File: src/rtl/inst_encoder_loader_if.sv
// Field-tuple stream and instruction-memory write port of the encoder/loader.
// master = tuple producer + memory side (bench), slave = inst_encoder_loader.
interface inst_encoder_loader_if #(
  parameter int ADDR_W = 8
) ();
  logic              in_valid;
  logic              in_ready;
  logic [3:0]        op_code;
  logic [3:0]        func_code;
  logic [3:0]        rd;
  logic [3:0]        rs1;
  logic [3:0]        rs2;
  logic [15:0]       imm;
  logic              mem_we;
  logic              mem_ready;
  logic [ADDR_W-1:0] mem_addr;
  logic [31:0]       mem_wdata;

  modport master (
    output in_valid, op_code, func_code, rd, rs1, rs2, imm, mem_ready,
    input  in_ready, mem_we, mem_addr, mem_wdata
  );

  modport slave (
    input  in_valid, op_code, func_code, rd, rs1, rs2, imm, mem_ready,
    output in_ready, mem_we, mem_addr, mem_wdata
  );
endinterface

File: src/rtl/inst_encoder_loader.sv
// Packs decoded instruction fields into 32-bit words and streams them into instruction memory.
// Optional running checksum of written words when ENC_CHECKSUM_EN is defined.
//
// state | meaning
// IDLE  | waiting for start; no tuples accepted, no writes pending
// RUN   | session active; accepting legal tuples until word_count writes complete
module inst_encoder_loader #(
  parameter int ADDR_W = 8
) (
  input  logic                  clk,
  input  logic                  reset,
  input  logic                  start,
  input  logic [ADDR_W-1:0]     base_addr,
  input  logic [ADDR_W:0]       word_count,
  inst_encoder_loader_if.slave  bus,
  output logic                  busy,
  output logic                  done,
`ifdef ENC_CHECKSUM_EN
  output logic                  err_illegal,
  output logic [31:0]           checksum
`else
  output logic                  err_illegal
`endif
);

  typedef enum logic {
    S_IDLE = 1'b0,
    S_RUN  = 1'b1
  } state_t;

  state_t state, state_nxt;

  logic [ADDR_W:0]   cnt_q;
  logic [ADDR_W:0]   acc_q;
  logic [ADDR_W:0]   wr_q;
  logic [ADDR_W-1:0] addr_q;
  logic [31:0]       wdata_q;
  logic              we_q;
  logic              done_q;
  logic              err_q;

  logic start_ok;
  logic rdy;
  logic in_fire;
  logic legal;
  logic take;
  logic wr_fire;
  logic last_wr;

  function automatic logic is_legal(input logic [3:0] op);
    case (op)
      4'hC, 4'hD, 4'h4, 4'h5, 4'h2, 4'h3, 4'h7, 4'h6: return 1'b1;
      default:                                       return 1'b0;
    endcase
  endfunction

  // Register format (op[3]) carries rs2 and zero fill; all others carry the immediate.
  function automatic logic [31:0] encode(input logic [3:0] op, input logic [3:0] fc,
                                         input logic [3:0] d, input logic [3:0] s1,
                                         input logic [3:0] s2, input logic [15:0] im);
    if (op[3]) return {op, fc, d, s1, s2, 12'h000};
    else       return {op, fc, d, s1, im};
  endfunction

  always_ff @(posedge clk or posedge reset) begin
    if (reset) state <= S_IDLE;
    else       state <= state_nxt;
  end

  always_comb begin
    state_nxt = state;
    start_ok  = 1'b0;
    rdy       = 1'b0;
    wr_fire   = 1'b0;
    last_wr   = 1'b0;
    case (state)
      S_IDLE: begin
        start_ok = start;
        if (start && (word_count != '0)) state_nxt = S_RUN;
      end
      S_RUN: begin
        rdy     = (acc_q < cnt_q) && (!we_q || bus.mem_ready);
        wr_fire = we_q && bus.mem_ready;
        last_wr = wr_fire && ((wr_q + 1'b1) == cnt_q);
        if (last_wr) state_nxt = S_IDLE;
      end
      default: state_nxt = S_IDLE;
    endcase
  end

  assign legal   = is_legal(bus.op_code);
  assign in_fire = bus.in_valid && rdy;
  assign take    = in_fire && legal;

  always_ff @(posedge clk or posedge reset) begin
    if (reset) begin
      cnt_q   <= '0;
      acc_q   <= '0;
      wr_q    <= '0;
      addr_q  <= '0;
      wdata_q <= '0;
      we_q    <= 1'b0;
      done_q  <= 1'b0;
      err_q   <= 1'b0;
    end else begin
      done_q <= (start_ok && (word_count == '0)) || last_wr;
      if (start_ok) begin
        cnt_q  <= word_count;
        acc_q  <= '0;
        wr_q   <= '0;
        addr_q <= base_addr;
        err_q  <= 1'b0;
      end else begin
        if (in_fire && !legal) err_q <= 1'b1;
        if (take)              acc_q <= acc_q + 1'b1;
        if (wr_fire) begin
          wr_q   <= wr_q + 1'b1;
          addr_q <= addr_q + 1'b1;
        end
        // One-deep output register: a new word reloads it in the same cycle the old one drains.
        if (take) begin
          we_q    <= 1'b1;
          wdata_q <= encode(bus.op_code, bus.func_code, bus.rd, bus.rs1, bus.rs2, bus.imm);
        end else if (wr_fire) begin
          we_q <= 1'b0;
        end
      end
    end
  end

`ifdef ENC_CHECKSUM_EN
  logic [31:0] cs_q;

  always_ff @(posedge clk or posedge reset) begin
    if (reset)         cs_q <= '0;
    else if (start_ok) cs_q <= '0;
    else if (wr_fire)  cs_q <= {cs_q[30:0], cs_q[31]} ^ wdata_q;
  end

  assign checksum = cs_q;
`endif

  assign bus.in_ready  = rdy;
  assign bus.mem_we    = we_q;
  assign bus.mem_addr  = addr_q;
  assign bus.mem_wdata = wdata_q;
  assign busy          = (state == S_RUN);
  assign done          = done_q;
  assign err_illegal   = err_q;

endmodule

File: src/flat_wrapper.sv
// flat-port wrapper written by rule: the top's interface ports become plain ports
module inst_encoder_loader_flat 
#(
  parameter int ADDR_W = 8
)
  (clk, reset, start, base_addr, word_count, busy, done, err_illegal, bus_in_valid, bus_op_code, bus_func_code, bus_rd, bus_rs1, bus_rs2, bus_imm, bus_mem_ready, bus_in_ready, bus_mem_we, bus_mem_addr, bus_mem_wdata);
  inst_encoder_loader_if #(.ADDR_W(ADDR_W)) bus_i ();
  input  logic clk;
  input  logic reset;
  input  logic start;
  input  logic [ADDR_W-1:0] base_addr;
  input  logic [ADDR_W:0] word_count;
  output logic busy;
  output logic done;
  output logic err_illegal;
  input wire logic [$bits(bus_i.in_valid)-1:0] bus_in_valid;
  input wire logic [$bits(bus_i.op_code)-1:0] bus_op_code;
  input wire logic [$bits(bus_i.func_code)-1:0] bus_func_code;
  input wire logic [$bits(bus_i.rd)-1:0] bus_rd;
  input wire logic [$bits(bus_i.rs1)-1:0] bus_rs1;
  input wire logic [$bits(bus_i.rs2)-1:0] bus_rs2;
  input wire logic [$bits(bus_i.imm)-1:0] bus_imm;
  input wire logic [$bits(bus_i.mem_ready)-1:0] bus_mem_ready;
  output wire logic [$bits(bus_i.in_ready)-1:0] bus_in_ready;
  output wire logic [$bits(bus_i.mem_we)-1:0] bus_mem_we;
  output wire logic [$bits(bus_i.mem_addr)-1:0] bus_mem_addr;
  output wire logic [$bits(bus_i.mem_wdata)-1:0] bus_mem_wdata;
  assign bus_i.in_valid = bus_in_valid;
  assign bus_i.op_code = bus_op_code;
  assign bus_i.func_code = bus_func_code;
  assign bus_i.rd = bus_rd;
  assign bus_i.rs1 = bus_rs1;
  assign bus_i.rs2 = bus_rs2;
  assign bus_i.imm = bus_imm;
  assign bus_i.mem_ready = bus_mem_ready;
  assign bus_in_ready = bus_i.in_ready;
  assign bus_mem_we = bus_i.mem_we;
  assign bus_mem_addr = bus_i.mem_addr;
  assign bus_mem_wdata = bus_i.mem_wdata;
  inst_encoder_loader #(.ADDR_W(ADDR_W)) u_core (.clk(clk), .reset(reset), .start(start), .base_addr(base_addr), .word_count(word_count), .bus(bus_i), .busy(busy), .done(done), .err_illegal(err_illegal));
endmodule
File: config.mk
export PLATFORM = sky130hd
export DESIGN_NAME = inst_encoder_loader_flat
export DESIGN_NICKNAME = d
export VERILOG_FILES = /design/src/rtl/inst_encoder_loader_if.sv /design/src/rtl/inst_encoder_loader.sv /design/src/flat_wrapper.sv
export SDC_FILE = /design/constraint.sdc
export NUM_CORES = 1
export LEC_CHECK = 0
export BUFFER_PORTS_ARGS = -buffer_cell sky130_fd_sc_hd__buf_2
export CAP_MARGIN = 15
export CORE_AREA = 2 2 85 87
export CTS_BUF_LIST = sky130_fd_sc_hd__clkbuf_4
export DETAILED_ROUTE_END_ITERATION = 16
export DIE_AREA = 0 0 87 89
export PLACE_DENSITY = 0.82
export SYNTH_ARGS = -nofsm -noshare
export SYNTH_HDL_FRONTEND = slang
export SYNTH_SLANG_ARGS = --single-unit
File: constraint.sdc
create_clock -name clk -period 2.7 [get_ports clk]
set_input_delay 0.405 -clock clk [delete_from_list [all_inputs] [get_ports clk]]
set_output_delay 0.405 -clock clk [all_outputs]
set_load 0.01 [all_outputs]
==> impl_metrics.yaml, run 1 <==
clock_network:
  cts_max_level: 3
  root_buffer: "clkbuf_4"
  clock_path_buffers: 2
  numCtsBuffers: 9
  clk_latency_ns: 0.43
  cts.reportedPaths.clkPinSlew_ns: 0.14
  cts_tree: "built"
  cts_num_sinks: 71
floorplanning:
  core_sq_um: 6720
  die_area_sq_um: 7740
  start_util: 0.531
  fp.dieH_um: 89
  io_pins: 103
  die_x_um: 87
  num_rows: 30
flow_run:
  maxCapViolCount: 0
placed_design:
  dp_cells: 524
  dp_slack_ns: 0.365
  gp_congestion: 0.847
  place_hpwl_um: 5770
  numPortBuffers: 102
sta:
  finalCriticalPeriod_ns: 2.57
  setup_ws_ns: 0.125
  fin_hold_ws_ns: 0.166
  setup_tns_ns: 0
  timing.fmax_mhz: 388
  relSlewSlack: 0.551
  tightestPinTransition_ns: 0.673
  clock_skew_ns: 0.0211
  finalSetupViolCount: 0
  min_period_over_period: 0.954
  rsz0062_at_grt: "false"
  slew_viol_final: 0
  hold_viol: 0
critical_path:
  path_cells: "inv_1 -> ha_1 -> a211oi_2 -> o2111ai_2 -> a211oi_2 -> buf_6 -> buf_2"
  start_kind: "flip-flop"
  cp_slowest_cell: "dfrtp_1"
  end_kind: "output pin"
  cpLargestDelayFamily: "compound AO/OA/AOI/OAI gates"
  path_buf_inv: 3
  critPathMaxStageDelay_ns: 0.42
  worstSetupPathType: "reg -> out"
  cp_max_fo: 7
  reg2reg_slack_ns: 0.27
  arrival_ns: 2.17
  cp_common_cell: "a211oi_2"
  required_ns: 2.30
logic_synthesis:
  ys_warn_count: 0
  seq_area_frac_synth: 0.498
  syn_inst: 352
  ys_ff_latch: 71
  syn-cell-area_sq_um: 3570
  syn_nets: 421
  syn_area_per_cell_sq_um: 10.1
  yosys.cell_types.count: 39
detailed_routing:
  dr.pass1.iters: 5
  first_iter_violations: 130
  detail-route-antenna-nets: 0
  vias_per_cell: 5.51
  totalWireLength_um: 8150
  vias: 3010
  drc_errors: 0
  wl_per_cell_um: 14.9
run_status:
  outcome: "complete, no violations"
power:
  p_leak_nw: 2.18
  power.density_nw_per_um2: 843
  ir_drop_mv: 0.427
global_routing:
  grt_remaining_overflow: 0
  grt_pass1_wl_um: 13500
  grt_pass1_vias: 2978
  grtUsageTotal: 0.225
  antenna_found_initial: 0
  grt_max_degree: 34
layout:
  layoutNonFillerInstCount: 546
  syn_to_final_growth_pct: 23.0
  utilization: 0.654
  drive_above_1_share: 0.300
  antennaDiodeCount: 0
  fin_nets: 530
hold_path:
  worstHoldPathType: "in -> reg"
-- through the flow --
step	instance area, sq um	total power (W)
after detailed placement	4160	0.00286
after CTS	4360	0.00370
final	4390	0.00370
after global routing	4390	0.00396
after global placement	4160	0.00280
after floorplan	3570	0.00240
-- per-layer routing --
metal  vias up  routed length (um)  track usage
li1       1447                   -            -
met1      1461                3690        0.289
met2        94                3890        0.362
met3         8                 483       0.0480
met4         0                  89        0.114
met5         -                   0            0
-- worst reg2reg max path, stage by stage (launching register included) --
cell and delay (ns):
dfrtp_1 0.42, inv_1 0.09, ha_1 0.31, a211oi_2 0.20, o2111ai_2 0.16, a211oi_2 0.28
buf_4 0.17, nand2_2 0.05, buf_4 0.26, mux2_1 0.39
-- Yosys cell counts --
cell,count,share of area
a211oi_2,1,0.0035
dfrtp_1,71,0.50
inv_1,14,0.015
a32oi_1,1,0.0025
and2_1,3,0.0053
xor2_1,5,0.012
mux2_1,25,0.079
a31o_2,2,0.0049
and4_1,1,0.0025
buf_2,6,0.0084
ha_1,11,0.039
nand3_1,11,0.015
nor3_1,7,0.0098
a21oi_1,9,0.013
a221o_1,1,0.0028
a31oi_1,9,0.016
o21ai_0,27,0.038
nor2_1,23,0.024
nand4_1,3,0.0053
nand2_2,1,0.0018
a211oi_1,3,0.0063
nand2_1,43,0.045
o21bai_1,1,0.0021
o211a_1,2,0.0056
nand2b_1,5,0.0088
o2111ai_1,1,0.0025
mux2_2,3,0.0095
nor4_1,1,0.0018
xnor2_1,11,0.027
o31ai_1,3,0.0063
a21o_1,1,0.0021
o211ai_1,2,0.0042
nor3b_1,1,0.0021
and3_1,7,0.012
nor2b_1,15,0.026
clkbuf_1,10,0.011
mux2i_1,9,0.025
a41o_1,2,0.0056
o2bb2ai_1,1,0.0025
-- what timing repair did --
action,CTS,global route
gates cloned,1,0
buffers inserted,1,3
hold buffers,1,0
hold endpoints to repair,11,0
pin swaps,1,2
resized for setup,1,2
setup endpoints to repair,1,1
-- area by class of cell --
class                   instances  area, sq um
well taps                      80          100
fillers                       534         2330
repair buffers                114          604
inverters                      14         52.6
multi-input cells             251         1690
flip-flops and latches         71         1780
clock inverters                 7          103
clock buffers                   9         67.6
-- flip-flops by register name (all words and copies together), names as in the netlist --
| signal | cells |
|---|---|
| u_core.bus.mem_wdata | 32 |
| u_core.done | 1 |
| u_core.acc_q | 9 |
| u_core.busy | 1 |
| u_core.wr_q | 9 |
| u_core.bus.mem_addr | 8 |
| u_core.bus.mem_we | 1 |
| u_core.err_illegal | 1 |
| u_core.cnt_q | 9 |
-- where the power goes --
| group | internal (W) | switching, W |
|---|---|---|
| Combinational | 0.000596 | 0.000662 |
| Sequential | 0.00138 | 0.000258 |
| Clock | 0.000386 | 0.000419 |
| Total | 0.00236 | 0.00134 |
-- layout by cell type (no fill, tap or decap), types with 9 or more instances in the layout --
cell type,Yosys,layout
mux2i_1,9,9
nor2b_1,15,14
a31oi_1,9,9
o21ai_0,27,27
nand3_1,11,11
buf_4,0,9
dfrtp_1,71,71
ha_1,11,11
a21oi_1,9,9
clkbuf_4,0,9
xnor2_1,11,11
nand2_1,43,43
mux2_1,25,25
buf_2,6,103
inv_1,14,13
nor2_1,23,23
-- worst paths after layout --
check	from	to	cells after the start
max	u_core.cnt_q[6]$_DFFE_PP0P_	bus_in_ready	7
min	bus_rd[2]	u_core.bus.mem_wdata[22]$_DFFE_PP0P_	2
max reg2reg	u_core.cnt_q[6]$_DFFE_PP0P_	u_core.bus.mem_wdata[24]$_DFFE_PP0P_	9
min reg2reg	u_core.bus.mem_wdata[2]$_DFFE_PP0P_	u_core.bus.mem_wdata[2]$_DFFE_PP0P_	1
max in group asynchronous	reset	u_core.wr_q[1]$_DFFE_PP0P_	4
min in group asynchronous	reset	u_core.bus.mem_wdata[18]$_DFFE_PP0P_	3
-- cell families after synthesis --
kind of cell,share of synthesized area
AO/OA/AOI/OAI,0.117
XOR/XNOR,0.0392
AND/OR/NAND/NOR,0.160
adder cells (fa/ha/maj),0.0385
buffers and inverters,0.0336
flip-flops,0.498
multiplexers,0.114
Power figures use the tool's default switching activity.
==> inputs of run 2 (changes only) <==
--- a/config.mk
+++ b/config.mk
@@ -11,6 +11,7 @@
 export CTS_BUF_LIST = sky130_fd_sc_hd__clkbuf_4
 export DETAILED_ROUTE_END_ITERATION = 16
 export DIE_AREA = 0 0 87 89
+export MAX_ROUTING_LAYER = met4
 export PLACE_DENSITY = 0.82
 export SYNTH_ARGS = -nofsm -noshare
 export SYNTH_HDL_FRONTEND = slang
==> constraint.sdc (replaced) <==
create_clock -name clk -period 2.53 [get_ports clk]
set_input_delay 0.3795 -clock clk [delete_from_list [all_inputs] [get_ports clk]]
set_output_delay 0.3795 -clock clk [all_outputs]
set_load 0.01 [all_outputs]
==> impl_metrics.yaml, run 2 (same netlist as run 1, synthesis figures left out) <==
layout:
  fill_cells: 558
  mostFrequentLayoutCells: "102 x buf_2, 71 x dfrtp_1, 43 x nand2_1"
  final_area_sq_um: 4430
  antennaDiodeCount: 0
  utilization: 0.659
  multiInputGateArea_sq_um: 1700
  fin_nets: 535
  drive_above_1_share: 0.309
  layout_commonest_cell: "buf_2"
  syn_to_final_growth_pct: 24.0
  largest_reg_flops: 32
  seqCellArea_sq_um: 1780
  layoutNonFillerInstCount: 550
placed_design:
  gp_congestion: 0.865
  place_hpwl_um: 5800
  placedInstanceArea_sq_um: 4160
  dp_cells: 524
  numPortBuffers: 102
  dp_slack_ns: 0.174
sta:
  timing.fmax_mhz: 404
  hold_viol: 0
  slew_viol_final: 0
  finalSetupViolCount: 0
  relSlewSlack: 0.580
  setup_ws_ns: 0.0569
  finalCriticalPeriod_ns: 2.47
  clock_skew_ns: 0.00858
  tightestPinTransition_ns: 0.628
  min_period_over_period: 0.978
global_routing:
  grt_remaining_overflow: 0
  grt_max_degree: 34
  met3_usage: 0.0480
  grt_pass1_vias: 2928
  grt_most_used_layer: "met2"
  use_met1: 0.287
  grtUsageTotal: 0.227
  antenna_found_initial: 0
  met2_usage: 0.362
  grt_pass1_wl_um: 13200
detailed_routing:
  wl_per_cell_um: 15.0
  first_iter_violations: 150
  vias_per_cell: 5.46
  detail-route-antenna-nets: 0
  totalWireLength_um: 8240
  drc_errors: 0
  dr.pass1.iters: 4
  vias: 3002
clock_network:
  numCtsBuffers: 9
  clock_path_buffers: 2
  cts_max_level: 3
  root_buffer: "clkbuf_4"
  cts_num_sinks: 71
  clk_latency_ns: 0.41
  cts.reportedPaths.clkPinSlew_ns: 0.11
  cts_tree: "built"
power:
  ir_drop_mv: 0.430
  p_leak_nw: 2.20
  power.density_nw_per_um2: 887
floorplanning:
  fp.dieH_um: 89
  die_area_sq_um: 7740
  core_sq_um: 6720
  io_pins: 103
  num_rows: 30
  start_util: 0.531
  die_x_um: 87
critical_path:
  start_kind: "flip-flop"
  cp_max_fo: 8
  end_kind: "output pin"
  worstSetupPathType: "reg -> out"
  required_ns: 2.15
  arrival_ns: 2.09
hold_path:
  worstHoldPathType: "in -> reg"
flow_run:
  maxCapViolCount: 0
run_status:
  outcome: "complete, no violations"
==> run 2: cell count changes in the layout (fill, tap and decap cells not counted), sizes merged <==
cell	before	now
buf	113	118
clkbuf	9	10
clkinv	1	3
clkinvlp	1	0
inv	17	14
==> run 2: final cells by class <==
cell class,instances,share of cell area
multi-input combinational,251,0.384
sequential,71,0.401
clock buffer,10,0.0170
inverter,14,0.0119
tap,80,0.0226
clock inverter,5,0.0167
timing repair buffer,119,0.146
==> run 2: per-layer routing <==
layer	wire length, um	vias to the layer above	part of all wire
met5	0	-	0
met2	3940	93	0.48
li1	-	1454	-
met1	3770	1444	0.46
met4	115	0	0.014
met3	422	11	0.051
==> run 2: report_power, final <==
group | switching (W) | internal (W) | total [W]
logic | 0.000727 | 0.000660 | 0.00139
clock network | 0.000397 | 0.000401 | 0.000798
registers | 0.000269 | 0.00147 | 0.00174
total | 0.00139 | 0.00253 | 0.00393
==> run 2: final timing paths <==
check	startpoint	endpoint	slack [ns]	cells past startpoint
max	u_core.acc_q[7]$_DFFE_PP0P_	bus_in_ready	0.06	6
min	base_addr[6]	u_core.bus.mem_addr[6]$_DFFE_PP0P_	0.17	3
max reg2reg	u_core.acc_q[7]$_DFFE_PP0P_	u_core.bus.mem_wdata[19]$_DFFE_PP0P_	0.17	8
min reg2reg	u_core.bus.mem_wdata[9]$_DFFE_PP0P_	u_core.bus.mem_wdata[9]$_DFFE_PP0P_	0.50	1
max in group asynchronous	reset	u_core.acc_q[8]$_DFFE_PP0P_	1.28	4
min in group asynchronous	reset	u_core.bus.mem_wdata[16]$_DFFE_PP0P_	0.53	3
==> run 2: stage by stage <==
step / hold WS (ns) / total power (W) / TNS [ns]
global placement: 0.436 / 0.00299 / 0
detailed placement: 0.446 / 0.00307 / 0
floorplan: 0.471 / 0.00256 / 0
CTS: 0.146 / 0.00390 / 0
finish: 0.168 / 0.00393 / 0
global route: 0.149 / 0.00419 / -0.0559
==> run 2: what timing repair did <==
| item | CTS | global route |
|---|---|---|
| hold buffers | 1 | 0 |
| cloned | 1 | 0 |
| resized for setup | 2 | 6 |
| hold endpoints to repair | 23 | 0 |
| setup buffers | 3 | 6 |
| endpoints found under the setup margin | 1 | 2 |
| pin swaps | 1 | 3 |
==> run 2: critical path, stage by stage (launching register included) <==
cell and delay [ns]:
dfrtp_1 0.43, ha_1 0.33, o21ai_1 0.18, o2111ai_2 0.17, a211oi_2 0.29, buf_6 0.18
buf_6 0.10
==> inputs of run 3 (changes only) <==
--- a/config.mk
+++ b/config.mk
@@ -13,6 +13,7 @@
 export DIE_AREA = 0 0 87 89
 export MAX_ROUTING_LAYER = met4
 export PLACE_DENSITY = 0.82
+export RECOVER_POWER = 100
 export SYNTH_ARGS = -nofsm -noshare
 export SYNTH_HDL_FRONTEND = slang
 export SYNTH_SLANG_ARGS = --single-unit
==> impl_metrics.yaml, run 3 (same netlist as run 1, synthesis figures left out) <==
sta:
  min_period_over_period: 0.977
  relSlewSlack: 0.117
  setup_tns_ns: 0
  slew_viol_final: 0
  timing.fmax_mhz: 404
  finalCriticalPeriod_ns: 2.47
  tightestPinTransition_ns: 1.32
  finalSetupViolCount: 0
  hold_viol: 0
  clock_skew_ns: 0.00779
clock_network:
  clk_latency_ns: 0.41
  numCtsBuffers: 9
  clock_path_buffers: 2
  cts_num_sinks: 71
  root_buffer: "clkbuf_4"
  cts.reportedPaths.clkPinSlew_ns: 0.11
  cts_tree: "built"
  cts_max_level: 3
layout:
  mostFrequentLayoutCells: "71 x dfrtp_1, 58 x buf_2, 46 x clkbuf_1"
  fill_cells: 578
  layout_commonest_cell: "dfrtp_1"
  utilization: 0.648
  fin_nets: 535
  drive_above_1_share: 0.206
  largest_reg_flops: 32
  antennaDiodeCount: 0
  multiInputGateArea_sq_um: 1700
  seqCellArea_sq_um: 1780
  syn_to_final_growth_pct: 22.0
power:
  p_leak_nw: 2.06
  power.density_nw_per_um2: 886
  ir_drop_mv: 0.422
floorplanning:
  die_x_um: 87
  core_sq_um: 6720
  start_util: 0.531
  num_rows: 30
  fp.dieH_um: 89
  io_pins: 103
  die_area_sq_um: 7740
global_routing:
  grt_remaining_overflow: 0
  grtUsageTotal: 0.227
  antenna_found_initial: 0
  grt_pass1_wl_um: 13200
  grt_pass1_vias: 2928
  grt_max_degree: 34
critical_path:
  cp_max_fo: 8
  start_kind: "flip-flop"
  arrival_ns: 2.09
  worstSetupPathType: "reg -> out"
  end_kind: "output pin"
  required_ns: 2.15
placed_design:
  gp_congestion: 0.865
  place_hpwl_um: 5800
  numPortBuffers: 102
hold_path:
  worstHoldPathType: "in -> reg"
detailed_routing:
  first_iter_violations: 171
  vias: 3034
  vias_per_cell: 5.52
  wl_per_cell_um: 15.0
  totalWireLength_um: 8250
  detail-route-antenna-nets: 0
  drc_errors: 0
  dr.pass1.iters: 4
flow_run:
  maxCapViolCount: 0
run_status:
  outcome: "complete, no violations"
[run 3: cell types whose count changed in the layout (fill, tap and decap cells not counted), sizes merged]
cell / change
buf: -48
clkbuf: +48
[run 3: report_power, final]
group | switching (W) | internal [W] | total, W
Sequential | 0.000275 | 0.00147 | 0.00175
Clock | 0.000396 | 0.000401 | 0.000797
Combinational | 0.000725 | 0.000589 | 0.00131
Total | 0.00140 | 0.00246 | 0.00386
[run 3: routing by layer]
| layer | track usage | vias up | part of all wire |
|---|---|---|---|
| met5 | - | - | 0 |
| met4 | 0.0810 | 0 | 0.014 |
| met3 | 0.0480 | 10 | 0.062 |
| met2 | 0.362 | 109 | 0.48 |
| met1 | 0.287 | 1457 | 0.44 |
| li1 | - | 1458 | - |
[run 3: cell type report]
| cell class | instances | area share |
|---|---|---|
| clock buffers | 10 | 0.0172 |
| clock inverters | 5 | 0.0169 |
| inverters | 14 | 0.0121 |
| multi-input cells | 251 | 0.390 |
| flip-flops and latches | 71 | 0.408 |
| well taps | 80 | 0.0230 |
| repair buffers | 119 | 0.133 |
[run 3: final timing paths]
path	startpoint	end	slack, ns	cells after the start
worst max-delay path	u_core.acc_q[7]$_DFFE_PP0P_	bus_in_ready	0.06	6
worst min-delay path	bus_rd[1]	u_core.bus.mem_wdata[21]$_DFFE_PP0P_	0.17	2
worst max register to register	u_core.acc_q[7]$_DFFE_PP0P_	u_core.bus.mem_wdata[19]$_DFFE_PP0P_	0.13	8
worst min register to register	u_core.bus.mem_wdata[9]$_DFFE_PP0P_	u_core.bus.mem_wdata[9]$_DFFE_PP0P_	0.50	1
max in group asynchronous	reset	u_core.acc_q[8]$_DFFE_PP0P_	0.73	4
min in group asynchronous	reset	u_core.bus.mem_wdata[16]$_DFFE_PP0P_	0.68	3
[run 3: repair_timing]
item / in CTS / in global routing
resized for setup: 2 / 6
pin swaps: 1 / 3
endpoints found under the setup margin: 1 / 2
gates cloned: 1 / 0
hold buffers: 1 / 0
hold endpoints to repair: 23 / 0
buffers inserted: 3 / 6
[run 3: per-stage QoR]
stage               total power (W)  hold slack, ns  setup slack [ns]  cells  area (sq um)
floorplan                   0.00256           0.471             0.354    352          3570
finish                      0.00386           0.169            0.0571    550          4360
global route                0.00413           0.149           -0.0354    550          4360
detailed placement          0.00307           0.446             0.174    524          4160
global placement            0.00299           0.436             0.304    524          4160
CTS                         0.00390           0.146            0.0225    544          4360
[run 3: critical path, cell delays in order, from the launching register on]
cell,delay [ns]
dfrtp_1,0.43
ha_1,0.33
o21ai_1,0.18
o2111ai_2,0.17
a211oi_2,0.28
buf_6,0.18
buf_6,0.11
